===== config.mk =====
export PLATFORM = sky130hd
export DESIGN_NAME = plataforma_sched
export DESIGN_NICKNAME = d
export VERILOG_FILES = /design/src/rtl/plataforma_sched_pkg.sv /design/src/rtl/plataforma_sched_lfsr8.sv /design/src/rtl/plataforma_sched.sv
export SDC_FILE = /design/constraint.sdc
export NUM_CORES = 1
export LEC_CHECK = 0
export CAP_MARGIN = 40
export CELL_PAD_IN_SITES_DETAIL_PLACEMENT = 0
export CELL_PAD_IN_SITES_GLOBAL_PLACEMENT = 1
export CORE_UTILIZATION = 38
export DETAILED_ROUTE_END_ITERATION = 8
export PLACE_DENSITY = 0.9
export SYNTH_ARGS = -nofsm -noshare
export SYNTH_HDL_FRONTEND = slang
export SYNTH_HIERARCHICAL = 1
export SYNTH_SLANG_ARGS = --single-unit
export TNS_END_PERCENT = 10

===== constraint.sdc =====
create_clock -name clk -period 4.4 [get_ports clk]
set_input_delay 0.44 -clock clk [delete_from_list [all_inputs] [get_ports clk]]
set_output_delay 0.44 -clock clk [all_outputs]
set_load 0.01 [all_outputs]

===== src/rtl/plataforma_sched_pkg.sv =====
// Shared definitions for the platform scheduler: game states, coordinate width, LFSR seed and taps.
package plataforma_sched_pkg;

  localparam int unsigned CW = 10;

  typedef enum logic [1:0] {
    ST_IDLE = 2'b00,
    ST_RUN  = 2'b01,
    ST_OVER = 2'b10
  } plat_state_t;

  localparam logic [7:0] LFSR_SEED = 8'hA5;
  // Fibonacci taps 8,6,5,4 expressed as bit positions 7,5,4,3
  localparam logic [7:0] LFSR_TAPS = 8'b1011_1000;

  function automatic logic [7:0] lfsr_next(input logic [7:0] v);
    return {v[6:0], ^(v & LFSR_TAPS)};
  endfunction

endpackage


===== src/rtl/plataforma_sched_lfsr8.sv =====
// 8-bit Fibonacci LFSR that picks the height of each newly spawned platform.
module plat_lfsr8
  import plataforma_sched_pkg::*;
(
  input  logic       clk,
  input  logic       reset_n,
  input  logic       adv,
  output logic [1:0] hsel
);

  logic [7:0] lfsr_q;

  always_ff @(posedge clk or negedge reset_n) begin
    if (!reset_n)  lfsr_q <= LFSR_SEED;
    else if (adv)  lfsr_q <= lfsr_next(lfsr_q);
  end

  assign hsel = lfsr_q[1:0];

endmodule


===== src/rtl/plataforma_sched.sv =====
// Platform slot pool scheduler with IDLE/RUN/OVER game FSM.
// Optional PLAT_SPEEDUP_EN adds a level counter that raises scroll speed up to MAX_V.
module plataforma_sched
  import plataforma_sched_pkg::*;
#(
  parameter int unsigned NSLOT        = 4,
  parameter int unsigned SPAWN_X      = 780,
  parameter int unsigned LEFT_LIM     = 140,
  parameter int unsigned SPAWN_GAP    = 60,
  parameter int unsigned BAR_V        = 2,
`ifdef PLAT_SPEEDUP_EN
  parameter int unsigned MAX_V        = 8,
  parameter int unsigned LEVEL_FRAMES = 600,
`endif
  parameter int unsigned Y0           = 400,
  parameter int unsigned Y1           = 340,
  parameter int unsigned Y2           = 280,
  parameter int unsigned Y3           = 220
)(
  input  logic                clk,
  input  logic                reset_n,
  input  logic                refr_tick,
  input  logic                start,
  input  logic [NSLOT-1:0]    stand_in,
  input  logic [NSLOT-1:0]    over_in,
  output logic [NSLOT-1:0]    slot_active,
  output logic [NSLOT*CW-1:0] slot_x,
  output logic [NSLOT*CW-1:0] slot_yt,
  output logic                stand_any,
  output logic [1:0]          state,
  output logic [3:0]          speed,
  output logic [15:0]         score
);

  localparam int unsigned GW = $clog2(SPAWN_GAP + 1);
  localparam logic [GW-1:0] GAP_TOP = GW'(SPAWN_GAP - 1);

  plat_state_t   state_q;
  logic [15:0]   score_q;
  logic [GW-1:0] gap_q;
  logic [1:0]    hsel;
  logic [CW-1:0] hy;
  logic [NSLOT-1:0] retire, spawn_sel;
  logic [3:0]    ret_cnt;
  logic          any_free;
  logic          tick_run;
  logic [16:0]   score_sum;

  plat_lfsr8 u_lfsr (
    .clk     (clk),
    .reset_n (reset_n),
    .adv     (refr_tick),
    .hsel    (hsel)
  );

  always_comb begin
    case (hsel)
      2'd0:    hy = CW'(Y0);
      2'd1:    hy = CW'(Y1);
      2'd2:    hy = CW'(Y2);
      default: hy = CW'(Y3);
    endcase
  end

  // Eligibility uses pre-tick activity, so a slot retiring this tick cannot be respawned until the next.
  always_comb begin
    retire    = '0;
    spawn_sel = '0;
    ret_cnt   = '0;
    any_free  = 1'b0;
    for (int unsigned i = 0; i < NSLOT; i++) begin
      if (slot_active[i] && (slot_x[i*CW +: CW] <= CW'(LEFT_LIM))) begin
        retire[i] = 1'b1;
        ret_cnt   = ret_cnt + 4'd1;
      end
      if (!slot_active[i] && !any_free) begin
        spawn_sel[i] = 1'b1;
        any_free     = 1'b1;
      end
    end
    if (gap_q != GAP_TOP) spawn_sel = '0;
  end

  assign tick_run  = (state_q == ST_RUN) && refr_tick;
  assign score_sum = {1'b0, score_q} + {13'b0, ret_cnt};

  for (genvar g = 0; g < NSLOT; g++) begin : slot_g
    logic          act_q;
    logic [CW-1:0] x_q, y_q;

    always_ff @(posedge clk or negedge reset_n) begin
      if (!reset_n) begin
        act_q <= 1'b0;
        x_q   <= '0;
        y_q   <= '0;
      end else if ((state_q == ST_IDLE) && start) begin
        act_q <= 1'b0;
      end else if (tick_run) begin
        if (act_q) begin
          if (retire[g]) act_q <= 1'b0;
          else           x_q   <= x_q - CW'(speed);
        end else if (spawn_sel[g]) begin
          act_q <= 1'b1;
          x_q   <= CW'(SPAWN_X);
          y_q   <= hy;
        end
      end
    end

    assign slot_active[g]       = act_q;
    assign slot_x[g*CW +: CW]   = x_q;
    assign slot_yt[g*CW +: CW]  = y_q;
  end

`ifdef PLAT_SPEEDUP_EN
  localparam int unsigned LW = $clog2(LEVEL_FRAMES + 1);
  logic [LW-1:0] lvl_q;
  logic [3:0]    speed_q;
  assign speed = speed_q;
`else
  assign speed = 4'(BAR_V);
`endif

  always_ff @(posedge clk or negedge reset_n) begin
    if (!reset_n) begin
      state_q <= ST_IDLE;
      score_q <= '0;
      gap_q   <= GAP_TOP;
`ifdef PLAT_SPEEDUP_EN
      lvl_q   <= '0;
      speed_q <= 4'(BAR_V);
`endif
    end else begin
      case (state_q)
        ST_IDLE: if (start) begin
          state_q <= ST_RUN;
          score_q <= '0;
          gap_q   <= GAP_TOP;
`ifdef PLAT_SPEEDUP_EN
          lvl_q   <= '0;
          speed_q <= 4'(BAR_V);
`endif
        end
        ST_RUN: begin
          if (refr_tick) begin
            score_q <= score_sum[16] ? '1 : score_sum[15:0];
            if (gap_q == GAP_TOP) begin
              if (any_free) gap_q <= '0;
            end else begin
              gap_q <= gap_q + 1'b1;
            end
`ifdef PLAT_SPEEDUP_EN
            if (lvl_q == LW'(LEVEL_FRAMES - 1)) begin
              lvl_q <= '0;
              if (speed_q < 4'(MAX_V)) speed_q <= speed_q + 4'd1;
            end else begin
              lvl_q <= lvl_q + 1'b1;
            end
`endif
          end
          if (|(over_in & slot_active)) state_q <= ST_OVER;
        end
        ST_OVER: if (start) state_q <= ST_IDLE;
        default: state_q <= ST_IDLE;
      endcase
    end
  end

  assign state     = state_q;
  assign score     = score_q;
  assign stand_any = |(stand_in & slot_active);

endmodule

==> out/summary.txt, run 1 <==
critical-path maximum fanout: 13
number of fill cells in the layout: 1235
Finish-stage setup viols: 0
initial antenna violation count: 0
I/O pin count: 119
1st-pass router iterations: 4
fin crit share: 92.23%
hpwl dp: 8.948 mm
Cell Area, Synth: 5235 sq um
first-pass GRT wire length: 20.90 mm
DR vias: 4374
total core area: 13350 sq um
Die Y: 119.4 um
CTS Buffer Depth: 2
Worst-Margin Slew: 0.9046 ns
RSZ-0062 raised after global routing: false
wire per inst: 15.19 um
final wirelength: 12.33 mm
Lkg Pwr: 0.002831 uW
Setup TNS Final: 0 ns
ANT nets after route: 0
worst skew pair latency: 0.35 ns
CTS tree: built
Seq/Total Area, Yosys: 44.19%
peak supply drop: 0.2320 mV
# DRC: 0
TritonCTS Sinks: 92
MaxCap Viol Count: 0
PortBufs: 94
area share of the largest cell type after synthesis: 39.67%
die area: 14250 sq um
GRT Total Usage: 18.45%
Worst setup EP type: flop
layout cells sized above 1: 9.119%
CTS Buf Count: 9
EDFF count, synth: 0
Yosys reg bits: 92
CTS Hold Bufs: 0
startpoint types: flop
most frequent cells in the layout: clkdlybuf4s50_1, dfrtp_1, o21ai_0, nor2_1, nand2_1
Final Skew: 0.01080 ns
Primary FF master, synth: dfrtp_1
Storage cell area: 2313 sq um
Post-Route Utilization: 48.60%
CP Data Arrival Time: 4.33 ns
Setup CP Type: reg -> reg
most common cell after layout, fill and taps aside: clkdlybuf4s50_1
grt ovf: 0
multi-input logic area: 2560 sq um
Row Count: 42
largest net degree at the start of global routing: 62
vias in the first global route: 4195
Initial Util: 39.22%
asr flop ratio synth: 100.0%
synthesized area per cell: 9.501 sq um
leading area contributor after synthesis: dfrtp_1
Gate Count Post-Synth: 551
Post-layout nets: 659
clock slew at reported path FFs: 0.07 ns
Final Hold Viols: 0
H-Tree Depth: 3
worst min-delay path category: in -> async
GPL Wtd Cong: 0.8503
Antenna Cells: 0
Synth warnings: 6
max frequency: 0.2464 GHz
die width: 119.4 um
Layout area overhead: 23.92%
Vias/cell: 5.387
Critical Path RT: 4.67 ns
CTS Root Buffer Type: clkbuf_16
initial DRC count: 281
status: completed
P per Cell Area: 502.1 nW/um^2
min cycle time layout: 4.058 ns
synth top area cells: dfrtp_1, buf_4, o21ai_0, dfstp_2, ha_1
setup bufs post-CTS: 0
Distinct cells, synth: 65
Slew headroom: 39.23%
Slew Viols, Final: 0
==> through the flow <==
step | cell area, sq um | worst slack (ns) | power, uW | std cells | hold WS (ns)
global placement | 6177 | 0.3620 | 2414 | 796 | 0.4486
CTS | 6482 | 0.1997 | 3288 | 812 | 0.1827
detailed placement | 6177 | 0.2482 | 2465 | 796 | 0.4513
global route | 6487 | 0.05823 | 3470 | 812 | 0.2256
floorplan | 5321 | 0.6649 | 2003 | 574 | 0.1444
finish | 6487 | 0.3420 | 3257 | 812 | 0.1660
==> power breakdown <==
group	switching [uW]	total, uW	internal (uW)
Clock	356	808	452
Combinational	624	1170	549
Sequential	215	1280	1060
Total	1200	3260	2060
==> kinds of logic after synthesis <==
kind of cell	share of synthesized area, %
AOI/OAI and AO/OA	17.85
xor gates and xnor gates	3.179
adders and majority gates	3.968
buffers and inverters	8.652
DFF	44.19
muxes	3.227
other	0.1435
and+or+nand+nor	18.79
==> final timing paths <==
| check | slack (ns) | end | start | cells past startpoint |
|---|---|---|---|---|
| hold reg to reg | 0.46 | slot_g[0].y_q[4] | slot_g[0].y_q[4] | 1 |
| max in group asynchronous | 3.29 | gap_q[4] | reset_n | 2 |
| min in group clk | 0.46 | slot_g[0].y_q[4] | slot_g[0].y_q[4] | 1 |
| setup / recovery | 0.34 | score[15] | slot_g[1].x_q[5] | 15 |
| setup reg to reg | 0.34 | score[15] | slot_g[1].x_q[5] | 15 |
| hold / removal | 0.17 | slot_g[3].y_q[3] | reset_n | 1 |
==> registers in the layout, summed over array words and instances, names as in the netlist <==
register and cells:
slot_g.y_q 20, score 16, slot_g.act_q 4, gap_q 6, u_lfsr/lfsr_q 8, slot_g.x_q 36, state 2
==> timing repair <==
action,4_1_cts,5_1_grt
endpoints found under the setup margin,0,13
endpoints found under the hold margin,0,0
resized for setup,0,1
==> Yosys cell counts (all sizes together), types with 7 or more instances <==
library cell  count
a22o              9
nand3            21
nor2             45
dfstp             9
a21oi            22
nor3             11
nand2            37
nand2b           11
and3              7
or3               8
ha               15
dfrtp            83
mux2             12
buf              51
nand4            18
xor2             13
and2              7
inv              24
a21o              9
o21ai            55
a31oi             7
==> layer usage <==
metal / vias up / routed length, um / global-route usage, %
li1: 2085 / - / -
met1: 2126 / 5565 / 24.42
met2: 134 / 5869 / 29.32
met3: 29 / 538 / 3.113
met4: 0 / 361 / 8.828
met5: - / 0 / 0
==> worst max-delay path, cell delays in order, from the launching register on <==
cell and delay, ns:
dfrtp_1 0.46, or3_1 0.40, o21ai_0 0.34, nand2_1 0.16, inv_1 0.09, ha_1 0.24, xnor2_1 0.25, xnor2_1 0.17
ha_1 0.22, inv_1 0.06, fa_1 0.38, nand2b_1 0.21, a211oi_2 0.33, nand3_2 0.30, o31a_1 0.20, o211ai_1 0.16
==> final cells by class <==
class / instances / share of cell area [%]
Inverter: 24 / 1.389
Sequential cell: 92 / 35.66
Clock buffer: 10 / 3.529
Tap cell: 176 / 3.394
Clock inverter: 6 / 1.176
Multi-Input combinational cell: 402 / 39.46
Timing Repair Buffer: 102 / 15.39
Power figures use the tool's default switching activity.
==> inputs of run 2 (changes only) <==
- CORE_MARGIN: not set -> 2
- GPL_TIMING_DRIVEN: not set -> 0
- SLEW_MARGIN: not set -> 20
==> run 2 against run 1 <==
Effect of this change: worst setup slack lost 0.028 ns; non-clock buffer count grew 51; maximum frequency shrank 0.67%; wire length grew 2.7%; critical path depth grew 1; first-iteration DRC count shrank 14%; register-to-register slack lost 0.03 ns.
==> out/summary.txt, run 2 (synthesis results as in run 1) <==
first-pass GRT wire length: 20.84 mm (-0.27%)
hpwl dp: 9.429 mm (+5.4%)
most common cell after layout, fill and taps aside: clkdlybuf4s50_1
clock slew at reported path FFs: 0.07 ns (about the same)
GPL Wtd Cong: 0.8867 (+4.3%)
fin crit share: 92.85% (+0.63 points)
GRT Total Usage: 17.75% (-0.70 points)
worst min-delay path category: reg -> reg
H-Tree Depth: 3 (unchanged)
MaxCap Viol Count: 0 (unchanged)
initial DRC count: 242 (-14%)
Worst-Margin Slew: 0.6927 ns (-0.2120 ns)
1st-pass router iterations: 4 (unchanged)
initial antenna violation count: 0 (unchanged)
multi-input logic area: 2559 sq um (about the same)
Initial Util: 39.22% (unchanged)
Vias/cell: 5.197 (-3.5%)
Setup CP Type: reg -> reg
RSZ-0062 raised after global routing: false
critical-path maximum fanout: 10 (-3)
# DRC: 0 (unchanged)
Finish-stage setup viols: 0 (unchanged)
Die Y: 121.4 um (+1.7%)
Storage cell area: 2313 sq um (unchanged)
status: completed
max frequency: 0.2448 GHz (-0.67%)
largest register by flop count: slot_g.x_q
Final Hold Viols: 0 (unchanged)
vias in the first global route: 4242 (+1.1%)
PortBufs: 94 (unchanged)
Layout area overhead: 30.16%
Critical Path Source: slot_g[1].x_q[5]
most frequent cells in the layout: clkdlybuf4s50_1, dfrtp_1, o21ai_0, nor2_1
Cell Count Post-Placement: 845 (+6.2%)
Slew Viols, Final: 0 (unchanged)
min cycle time layout: 4.086 ns (+0.02758 ns)
Worst setup EP type: flop
CTS Root Buffer Type: clkbuf_16
Row Count: 42 (unchanged)
CP Data Arrival Time: 4.35 ns (+0.02 ns)
setup bufs post-CTS: 0 (unchanged)
die area: 14730 sq um (+3.4%)
Post-Route Utilization: 51.05% (+2.4 points)
die width: 121.4 um (+1.7%)
Hold Path Origin: slot_g[0].y_q[4]
startpoint types: flop
DR vias: 4485 (+2.5%)
Final Skew: 0.009510 ns (-0.001286 ns)
P per Cell Area: 480.8 nW/um^2 (-4.2%)
worst skew pair latency: 0.35 ns (about the same)
CTS tree: built
worst reg2reg path startpoint: slot_g[1].x_q[5]
grt ovf: 0 (unchanged)
Lkg Pwr: 0.003058 uW (+8.0%)
peak supply drop: 0.2044 mV (-12%)
layout cells sized above 1: 14.85% (+5.7 points)
Post-layout nets: 710 (+7.7%)
final non-filler cell total: 863 (+6.3%)
Antenna Cells: 0 (unchanged)
TritonCTS Sinks: 92 (unchanged)
wire per inst: 14.67 um (-3.4%)
fin area: 6814 sq um (+5.0%)
area post-placement: 6511 sq um (+5.4%)
CTS Buf Count: 9 (unchanged)
total core area: 13350 sq um (unchanged)
CTS Buffer Depth: 2 (unchanged)
number of fill cells in the layout: 1271 (+2.9%)
Slew headroom: 53.65% (+14 points)
Critical Path RT: 4.67 ns (about the same)
largest net degree at the start of global routing: 81 (+31%)
final wirelength: 12.66 mm (+2.7%)
ANT nets after route: 0 (unchanged)
max reg flops: 36 (unchanged)
I/O pin count: 119 (unchanged)
run 2: cell type report:
class / count / area share, %
Multi-Input combinational cell: 402 / 37.55
Sequential cell: 92 / 33.95
Timing Repair Buffer: 97 / 14.45
Buffer: 56 / 5.325
Clock buffer: 10 / 3.360
Tap cell: 176 / 3.232
Inverter: 24 / 1.322
Clock inverter: 6 / 0.8079
run 2: worst max-delay path, cell delays in order, from the launching register on:
cell      delay, ns
dfrtp_1        0.45
or3_1          0.42
o21ai_2        0.23
nand2_1        0.15
inv_1          0.09
ha_1           0.24
xnor2_1        0.27
xnor2_1        0.16
ha_1           0.22
inv_1          0.07
fa_1           0.40
nand2b_1       0.20
a211oi_2       0.32
nand3_1        0.19
clkbuf_1       0.28
o31a_1         0.18
o211ai_1       0.15
run 2: layer usage:
metal / part of all wire (%) / vias to the layer above / wire length, um / track usage [%]
met4: 1.9 / 0 / 239 / 7.615
met3: 4.8 / 16 / 604 / 3.242
met1: 43 / 2165 / 5461 / 22.80
met2: 50 / 125 / 6356 / 29.32
met5: 0 / - / 0 / 0
li1: - / 2179 / - / -
run 2: timing repair:
action	4_1_cts	5_1_grt
resized for setup	0	2
setup endpoints to repair	0	13
endpoints found under the hold margin	12	0
hold buffers	1	0
run 2: metrics by stage:
step	hold slack, ns	setup WS (ns)	total power [uW]	setup TNS [ns]
finish	0.4688	0.3144	3276	0
detailed placement	0.2677	0.1392	2544	0
global placement	0.4490	-0.5152	2491	-42.25
floorplan	0.1444	0.6649	2003	0
global route	0.4741	0.001368	3510	0
CTS	0.4621	0.1001	3316	0
run 2: path summary, 6_finish.rpt:
path	end	slack, ns	cells past startpoint
worst max register to register	score[15]	0.31	16
worst min register to register	slot_g[0].y_q[4]	0.47	1
max in group asynchronous	u_lfsr/lfsr_q[5]	3.27	3
worst max-delay path	score[15]	0.31	16
min in group asynchronous	slot_g[1].y_q[4]	0.48	2
worst min-delay path	slot_g[0].y_q[4]	0.47	1
run 2: power by group:
group / internal [uW] / total, uW / switching [uW]
clock: 396 / 748 / 353
sequential: 1060 / 1250 / 193
combinational: 608 / 1270 / 667
